$ cat src/rtl/sync_width_conv_fifo_pkg.sv
// Shared helpers for the width-converting FIFO family.
// Provides width math (min/max/ratio), lane counts per access and
// a parameter legality function used to reject illegal builds at elaboration.
package fifo_pkg;

   function automatic int clog2(input int v);
      int r;
      r = 0;
      while ((1 << r) < v) r++;
      return r;
   endfunction

   function automatic int min_w(input int a, input int b);
      return (a < b) ? a : b;
   endfunction

   function automatic int max_w(input int a, input int b);
      return (a > b) ? a : b;
   endfunction

   function automatic bit is_pow2(input int v);
      return (v > 0) && ((v & (v - 1)) == 0);
   endfunction

   function automatic int ratio_of(input int w_in, input int w_out);
      return max_w(w_in, w_out) / min_w(w_in, w_out);
   endfunction

   // Units consumed by one write: wide writes split into several units
   function automatic int w_units_of(input int w_in, input int w_out);
      return (w_in > w_out) ? ratio_of(w_in, w_out) : 1;
   endfunction

   // Units produced by one read: wide reads gather several units
   function automatic int r_units_of(input int w_in, input int w_out);
      return (w_out > w_in) ? ratio_of(w_in, w_out) : 1;
   endfunction

   // Ratio must be 2^k with k in 0..3, depth a power of two holding two wide words
   function automatic bit params_ok(input int w_in, input int w_out, input int depth);
      int r;
      r = ratio_of(w_in, w_out);
      return (max_w(w_in, w_out) % min_w(w_in, w_out) == 0) && is_pow2(r) && (r <= 8)
             && is_pow2(depth) && (depth >= 2 * r);
   endfunction

endpackage

$ cat src/rtl/sync_width_conv_fifo_if.sv
// Handshake/data bundle between a producer/consumer pair and the FIFO.
// The FIFO takes the slave view; the surrounding logic takes the master view.
// Count is sized to hold the full depth (one extra bit over the pointers).
interface sync_width_conv_fifo_if
   import fifo_pkg::*;
#(
   parameter int DATA_WRITE_IN  = 64,
   parameter int DATA_WRITE_OUT = 16,
   parameter int DEPTH_UNITS    = 32
) ();
   localparam int PTR_W = clog2(DEPTH_UNITS);

   logic                      wr_en;
   logic [DATA_WRITE_IN-1:0]  d;
   logic                      rd_en;
   logic [DATA_WRITE_OUT-1:0] q;
   logic                      q_valid;
   logic                      full;
   logic                      empty;
   logic                      almost_full;
   logic [PTR_W:0]            count;
   logic                      ovf;
   logic                      udf;

   modport master (
      output wr_en, d, rd_en,
      input  q, q_valid, full, empty, almost_full, count, ovf, udf
   );

   modport slave (
      input  wr_en, d, rd_en,
      output q, q_valid, full, empty, almost_full, count, ovf, udf
   );
endinterface

$ cat src/rtl/sync_width_conv_fifo_ram.sv
// Unit-organised simple dual-port RAM with multi-lane write and read ports.
// Latency: writes land at the clock edge; read data is registered (1 cycle).
// No backpressure: the caller guarantees lanes address free/stored units only.
module sync_unit_ram
   import fifo_pkg::*;
#(
   parameter int UNIT_W  = 16,
   parameter int DEPTH   = 32,
   parameter int W_LANES = 4,
   parameter int R_LANES = 1,
   localparam int PTR_W  = clog2(DEPTH)
) (
   input  logic                        clk,
   input  logic                        rst,
   input  logic [W_LANES-1:0]          we,
   input  logic [PTR_W-1:0]            waddr,
   input  logic [W_LANES*UNIT_W-1:0]   wdata,
   input  logic                        re,
   input  logic [PTR_W-1:0]            raddr,
   output logic [R_LANES*UNIT_W-1:0]   rdata
);
   logic [UNIT_W-1:0] mem [DEPTH];

   // Write each enabled lane i to waddr+i; the address wraps at the pointer width
   always_ff @(posedge clk) begin
      for (int i = 0; i < W_LANES; i++) begin
         if (we[i]) mem[waddr + PTR_W'(i)] <= wdata[i*UNIT_W +: UNIT_W];
      end
   end

   // Registered read of R_LANES units from raddr upward; holds its value when idle
   always_ff @(posedge clk) begin
      if (rst) begin
         rdata <= '0;
      end else if (re) begin
         for (int i = 0; i < R_LANES; i++) begin
            rdata[i*UNIT_W +: UNIT_W] <= mem[raddr + PTR_W'(i)];
         end
      end
   end
endmodule

$ cat src/rtl/sync_width_conv_fifo.sv
// Single-clock FIFO converting between power-of-two related write/read widths.
// Latency: write visible in count after 1 edge; read data/q_valid 1 cycle after accept.
// Backpressure: full/empty decoded from the count register; refused requests set sticky ovf/udf.
module sync_width_conv_fifo
   import fifo_pkg::*;
#(
   parameter int DATA_WRITE_IN  = 64,
   parameter int DATA_WRITE_OUT = 16,
   parameter int DEPTH_UNITS    = 32,
   parameter int AF_LEVEL       = DEPTH_UNITS - 4
) (
   input  logic                   clk,
   input  logic                   rst,
   sync_width_conv_fifo_if.slave  bus
);
   localparam int UNIT_W  = min_w(DATA_WRITE_IN, DATA_WRITE_OUT);
   localparam int W_UNITS = w_units_of(DATA_WRITE_IN, DATA_WRITE_OUT);
   localparam int R_UNITS = r_units_of(DATA_WRITE_IN, DATA_WRITE_OUT);
   localparam int PTR_W   = clog2(DEPTH_UNITS);

   localparam logic [PTR_W:0] DEPTH_C = (PTR_W+1)'(DEPTH_UNITS);
   localparam logic [PTR_W:0] W_C     = (PTR_W+1)'(W_UNITS);
   localparam logic [PTR_W:0] R_C     = (PTR_W+1)'(R_UNITS);
   localparam logic [PTR_W:0] AF_C    = (PTR_W+1)'(AF_LEVEL);

   if (!params_ok(DATA_WRITE_IN, DATA_WRITE_OUT, DEPTH_UNITS)) begin : g_bad_params
      $fatal(1, "sync_width_conv_fifo: width ratio or depth is not a legal power of two");
   end

   logic [PTR_W-1:0] wr_ptr;
   logic [PTR_W-1:0] rd_ptr;
   logic [PTR_W:0]   count_r;
   logic [PTR_W:0]   free_units;
   logic             full;
   logic             empty;
   logic             wr_acc;
   logic             rd_acc;
   logic             q_valid_r;
   logic             ovf_r;
   logic             udf_r;
   logic [DATA_WRITE_OUT-1:0] rdata;

   // Flags come only from the registered count, never from same-cycle requests
   always_comb begin
      free_units = DEPTH_C - count_r;
      full       = free_units < W_C;
      empty      = count_r < R_C;
      wr_acc     = bus.wr_en & ~full & ~rst;
      rd_acc     = bus.rd_en & ~empty & ~rst;
   end

   // Pointers, occupancy, read-valid pulse and sticky error flags
   always_ff @(posedge clk) begin
      if (rst) begin
         wr_ptr    <= '0;
         rd_ptr    <= '0;
         count_r   <= '0;
         q_valid_r <= 1'b0;
         ovf_r     <= 1'b0;
         udf_r     <= 1'b0;
      end else begin
         if (wr_acc) wr_ptr <= wr_ptr + W_C[PTR_W-1:0];
         if (rd_acc) rd_ptr <= rd_ptr + R_C[PTR_W-1:0];
         count_r   <= count_r + (wr_acc ? W_C : '0) - (rd_acc ? R_C : '0);
         q_valid_r <= rd_acc;
         if (bus.wr_en && full)  ovf_r <= 1'b1;
         if (bus.rd_en && empty) udf_r <= 1'b1;
      end
   end

   // Unit lane i of the write word is d[i*UNIT_W +: UNIT_W]; lane 0 lands at wr_ptr,
   // and read lane 0 (oldest unit) fills the LSBs of q, giving little-endian order.
   sync_unit_ram #(
      .UNIT_W  (UNIT_W),
      .DEPTH   (DEPTH_UNITS),
      .W_LANES (W_UNITS),
      .R_LANES (R_UNITS)
   ) u_ram (
      .clk   (clk),
      .rst   (rst),
      .we    ({W_UNITS{wr_acc}}),
      .waddr (wr_ptr),
      .wdata (bus.d),
      .re    (rd_acc),
      .raddr (rd_ptr),
      .rdata (rdata)
   );

   assign bus.q           = rdata;
   assign bus.q_valid     = q_valid_r;
   assign bus.full        = full;
   assign bus.empty       = empty;
   assign bus.almost_full = count_r >= AF_C;
   assign bus.count       = count_r;
   assign bus.ovf         = ovf_r;
   assign bus.udf         = udf_r;
endmodule

$ cat src/flat_wrapper.sv
// flat-port wrapper written by rule: the top's interface ports become plain ports
module sync_width_conv_fifo_flat import fifo_pkg::*;
#(
   parameter int DATA_WRITE_IN  = 64,
   parameter int DATA_WRITE_OUT = 16,
   parameter int DEPTH_UNITS    = 32,
   parameter int AF_LEVEL       = DEPTH_UNITS - 4
)
  (clk, rst, bus_wr_en, bus_d, bus_rd_en, bus_q, bus_q_valid, bus_full, bus_empty, bus_almost_full, bus_count, bus_ovf, bus_udf);
  sync_width_conv_fifo_if #(.DATA_WRITE_IN(DATA_WRITE_IN), .DATA_WRITE_OUT(DATA_WRITE_OUT), .DEPTH_UNITS(DEPTH_UNITS)) bus_i ();
  input  logic clk;
  input  logic rst;
  input wire logic [$bits(bus_i.wr_en)-1:0] bus_wr_en;
  input wire logic [$bits(bus_i.d)-1:0] bus_d;
  input wire logic [$bits(bus_i.rd_en)-1:0] bus_rd_en;
  output wire logic [$bits(bus_i.q)-1:0] bus_q;
  output wire logic [$bits(bus_i.q_valid)-1:0] bus_q_valid;
  output wire logic [$bits(bus_i.full)-1:0] bus_full;
  output wire logic [$bits(bus_i.empty)-1:0] bus_empty;
  output wire logic [$bits(bus_i.almost_full)-1:0] bus_almost_full;
  output wire logic [$bits(bus_i.count)-1:0] bus_count;
  output wire logic [$bits(bus_i.ovf)-1:0] bus_ovf;
  output wire logic [$bits(bus_i.udf)-1:0] bus_udf;
  assign bus_i.wr_en = bus_wr_en;
  assign bus_i.d = bus_d;
  assign bus_i.rd_en = bus_rd_en;
  assign bus_q = bus_i.q;
  assign bus_q_valid = bus_i.q_valid;
  assign bus_full = bus_i.full;
  assign bus_empty = bus_i.empty;
  assign bus_almost_full = bus_i.almost_full;
  assign bus_count = bus_i.count;
  assign bus_ovf = bus_i.ovf;
  assign bus_udf = bus_i.udf;
  sync_width_conv_fifo #(.DATA_WRITE_IN(DATA_WRITE_IN), .DATA_WRITE_OUT(DATA_WRITE_OUT), .DEPTH_UNITS(DEPTH_UNITS), .AF_LEVEL(AF_LEVEL)) u_core (.clk(clk), .rst(rst), .bus(bus_i));
endmodule
$ cat config.mk
export PLATFORM = sky130hd
export DESIGN_NAME = sync_width_conv_fifo_flat
export DESIGN_NICKNAME = d
export VERILOG_FILES = /design/src/rtl/sync_width_conv_fifo_pkg.sv /design/src/rtl/sync_width_conv_fifo_if.sv /design/src/rtl/sync_width_conv_fifo_ram.sv /design/src/rtl/sync_width_conv_fifo.sv /design/src/flat_wrapper.sv
export SDC_FILE = /design/constraint.sdc
export NUM_CORES = 1
export LEC_CHECK = 0
export ABC_AREA = 0
export CORE_MARGIN = 1
export CORE_UTILIZATION = 54
export CTS_CLUSTER_SIZE = 28
export DETAILED_ROUTE_END_ITERATION = 8
export PLACE_DENSITY = 0.75
export SETUP_SLACK_MARGIN = 0.1
export SLEW_MARGIN = 20
export SYNTH_ARGS = -nofsm -noshare
export SYNTH_HDL_FRONTEND = slang
export SYNTH_SLANG_ARGS = --single-unit
$ cat constraint.sdc
create_clock -name clk -period 7.28 [get_ports clk]
set_input_delay 1.82 -clock clk [delete_from_list [all_inputs] [get_ports clk]]
set_output_delay 1.82 -clock clk [all_outputs]
set_load 0.005 [all_outputs]
**Word-level counts from Yosys, hierarchy flattened**

Memory sizes are Yosys's and may differ from the RTL's. A register that Yosys moved wholly into a read port is not among the register bits.
Index checks and enable logic that the tools add are counted.

- Flip-flop bits (word level): 19
- Bits in writable memories: 512
- Output and inout bits: 28
- Word-level logic and storage cells: 31
- Memories kept: 1

Memories:

| memory | depth | bits a word | read ports | clocked after memory_dff | wr ports | line | RTL |
|---|---|---|---|---|---|---|---|
| u_core.u_ram.mem | 32 | 16 | 1 | 1 | 4 | sync_width_conv_fifo_ram.sv:22 | `logic [UNIT_W-1:0] mem [DEPTH];` |

- Add/subtract/negate cells: 8
- $lt $le $gt $ge: 3
- Mux-type cells: 4
- Bitwise gates (word level): 7
- Reduce and logical (&&, ||, !) cells: 2

Operators with widths:

| cell | count |
|---|---|
| $add A5 B1 Y5 const B | 2 |
| $add A5 B2 Y5 const B | 2 |
| $add A6 B6 Y6 | 1 |
| $ge A6 B5 Y1 const B | 1 |
| $lt A6 B1 Y1 const B | 1 |
| $lt A6 B3 Y1 const B | 1 |
| $sub A6 B6 Y6 | 1 |
| $sub A6 B6 Y6 const A | 1 |
| $add A5 B3 Y5 const B | 1 |
| $and A1 B1 Y1 | 4 |
| $mux W1 | 3 |
| $mux W3 | 1 |
| $not A1 Y1 | 3 |
| $logic_and A1 B1 Y1 | 2 |

**Depth between registers and ports, before layout**

- Word-level depth: 8
- Gate-level depth with buffers: 15
- Mapped depth without buffers: 14

**Cells and area by module**

A second synthesis with hierarchy kept.

- Cells, all modules: 3,923
- Area total of the unflattened synthesis: 38,313.0 um^2

Modules (own cells, without submodules):

| module | instances | cells an instance | area an instance (um^2) | seq. area each (um^2) |
|---|---|---|---|---|
| sync_unit_ram | 1 | 3,820 | 37,358.3 | 15,695.1 |
| sync_width_conv_fifo | 1 | 103 | 954.7 | 340.3 |

**Worst setup path after synthesis**

Ideal clock, no wire load.

- Path type: input to register
- Start: input bus_wr_en
- End: memory u_core.u_ram.mem[0][0] (enable)
- Arrival time: 6.783 ns
- Data required time: 6.715 ns
- Setup slack: -0.068 ns
- Stages: 3
- Buffers on the path: 0
- Cell sequence: inv_1 -> or4_1 -> nor3_1

RTL lines:

| element | line | RTL |
|---|---|---|
| start: declaration | flat_wrapper.sv:13 | `input wire logic [$bits(bus_i.wr_en)-1:0] bus_wr_en;` |
| end: declaration | sync_width_conv_fifo_ram.sv:22 |  |

==> impl_metrics.ini <==
[outcome]
status = complete, no violations

[timing]
skew_ns = 0.0270
fin_setup_tns_ns = 0
hold_violations = 0
slew_headroom = 0.287
tightest_slew_ns = 1.07
period_share = 0.660
final-setup-viol-count = 0
fin_crit_ns = 4.81
grt_setup_unrepaired = no
hold_slack_ns = 0.472
fin_ws_ns = 2.47
fmax_mhz = 208
slew_viol_final = 0

[critical_path]
cp.required_ns = 7.47
worst_setup_path_start_kind = input pin
crit_chain = clkdlybuf4s50_1, or4_1, nor2_4, buf_4
critPathBufInv = 2
crit_path_max_incr_delay_ns = 0.89
critPathKind = input pin to flip-flop
cp.arrival_ns = 4.99
r2r-end = u_core.u_ram.mem[18][15]
critPathMaxFanout = 36
reg2regPathDepth = 8
cp_slowest_cell = or4_1
end_kind = flip-flop
r2r-start = u_core.bus.count[3]
rrSetupSlack_ns = 3.68
critPathTopFamily = simple AND/OR/NAND/NOR gates

[hold_path]
holdCritPathClass = flip-flop to flip-flop
hold_depth = 2
min-delay-start = u_core.bus.ovf
holdPathEnd = u_core.bus.ovf

[yosys]
ys_top_cells_by_area = edfxtp_1, mux4_2, mux2i_1
synth_commonest_cells = edfxtp_1, mux4_2, mux2i_1, a21oi_1, dfxtp_1
synth.avg_cell_area_um2 = 21.1
async_flop_share = 0
synth_most_common_cell = edfxtp_1
netlist_area_um2 = 20800
syn-num-nets = 1066
synthFlopType = edfxtp_1
yosys_warnings = 0
synth_edf_count = 512
ys_seq_area_frac = 0.770
yosys.cell_types.count = 44
yosysTopAreaCellShare = 0.738
synth_area_leader_cell = edfxtp_1
synth_seq_cells = 545
synthCells = 986

[layout]
register_area_um2 = 16000
final_nets = 1182
fin_util = 0.641
syn_to_final_growth_pct = 16.5
antenna_cells = 0
fin_area_um2 = 24300
fill_cells = 2479
final_layout_size_suffix_gt1_frac = 0.203
multiInputGateArea_um2 = 4540

[global_route]
grt_pass1_wl_um = 62800
grt_max_degree = 105
grt_usage = 0.218
overflow = 0
grt_pass1_vias = 10400
antenna_found_initial = 0

[power]
p_per_area_nw_per_um2 = 327
vdd_drop_max_v = 0.000266
leakagePower_nw = 7.66

[detailed_routing]
dr_total_vias = 10200
drt_iter0_drc = 1065
viasPerCell = 6.18
wirelength_um = 42000
wire_per_inst_um = 25.4
first_pass_iters = 5
route.detailed.drc = 0
final_antenna_net_count = 0

[clock_tree]
cts_tree = yes
cts_resized = 0
cts_sinks = 545
cts_buffers = 52
clkTransAtPathRegs_ns = 0.06
cts_setup_buffers = 0
clk_latency_ns = 0.57
cts_root_buffer = clkbuf_16
h-tree-depth = 2
holdBufCountCts = 0
clockBufferDepth = 3

[floorplanning]
initial_core_util = 0.551
core_um2 = 37800
io_pins = 96
fp.dieW_um = 198
fp.dieH_um = 198
fp-row-count = 71
die_area_um2 = 39400

[job]
cap_violations = 0

[placement]
gp_congestion = 0.741
placed_area_um2 = 22400
dp_slack_ns = 1.92
io_buffers = 95
dp.final_hpwl_um = 23300
[power breakdown]
part           switching [mW]  internal (mW)
registers              0.0850           3.62
clock network            1.11           1.71
logic                   0.708          0.700
[worst min-delay path: cells and delay by family, from the launching register on]
kind / cells / cell delay, ns
and+or+nand+nor: 1 / 0.07
AOI/OAI and AO/OA: 1 / 0.04
DFF: 1 / 0.33
[per-stage QoR]
stage	power [mW]	cells
floorplan	4.76	986
CTS	7.98	1654
global placement	5.15	1557
detailed placement	5.18	1557
global route	8.21	1656
finish	7.94	1656
[how the worst max path moves through the flow]
stage                     startpoint                       end  slack, ns  cells past startpoint
after global placement           rst   u_core.u_ram.mem[19][1]       2.01                      4
after global routing             rst  u_core.u_ram.mem[19][14]       2.30                      4
final                            rst  u_core.u_ram.mem[18][15]       2.47                      4
after floorplan                  rst    u_core.u_ram.mem[4][0]       0.13                      3
after CTS                        rst  u_core.u_ram.mem[18][15]       2.49                      4
after detailed placement         rst   u_core.u_ram.mem[16][0]       1.92                      4
[layout make-up]
class                   instances  area share
inverters                      10     0.00155
clock buffers                  69      0.0609
flip-flops and latches        545       0.661
multi-input cells             375       0.187
well taps                     511      0.0263
clock inverters                28      0.0148
repair buffers                118      0.0482
[cells by family after synthesis]
group | count (synthesis) | synth area share
flops | 545 | 0.770
xor+xnor | 10 | 0.00420
buf+inv | 66 | 0.0171
fa+ha+maj | 12 | 0.00757
simple gates | 55 | 0.0130
compound gates | 133 | 0.0508
mux | 165 | 0.138
[layer usage]
| metal | global-route usage | up-vias | part of all wire |
|---|---|---|---|
| li1 | - | 4365 | - |
| met3 | 0.0298 | 72 | 0.076 |
| met1 | 0.311 | 5312 | 0.41 |
| met5 | 0 | - | 0 |
| met2 | 0.359 | 483 | 0.50 |
| met4 | 0.0556 | 0 | 0.019 |
[sequential cells by signal (all words and copies together), names as in the netlist]
register and cells:
u_core.bus.udf 1, u_core.bus.ovf 1, u_core.bus.count 6, u_core.rd_ptr 5
u_core.wr_ptr 3, u_core.bus.q_valid 1, u_core.u_ram.mem 512, u_core.u_ram.rdata 16
[cells in the final DEF, fill, tap and decap left out, drive strengths merged, types with 2 or more instances in the layout]
cell type      instances
nand2                  6
a21oi                 35
o22ai                 15
bufinv                 8
nand2b                 3
edfxtp               512
nand3b                 3
a22oi                 15
xor2                   3
clkbuf                69
o21ai                  2
a2111oi               15
mux2i                 68
o221ai                16
nand4                  2
inv                   12
nor2                  24
dfxtp                 33
clkinv                18
buf                   23
nor2b                  6
clkdlybuf4s50         95
nor3                   2
mux4                  96
nand3                  3
xnor2                  7
ha                    11
a22o                  30
No activity file was read; power rests on OpenSTA's default activity.
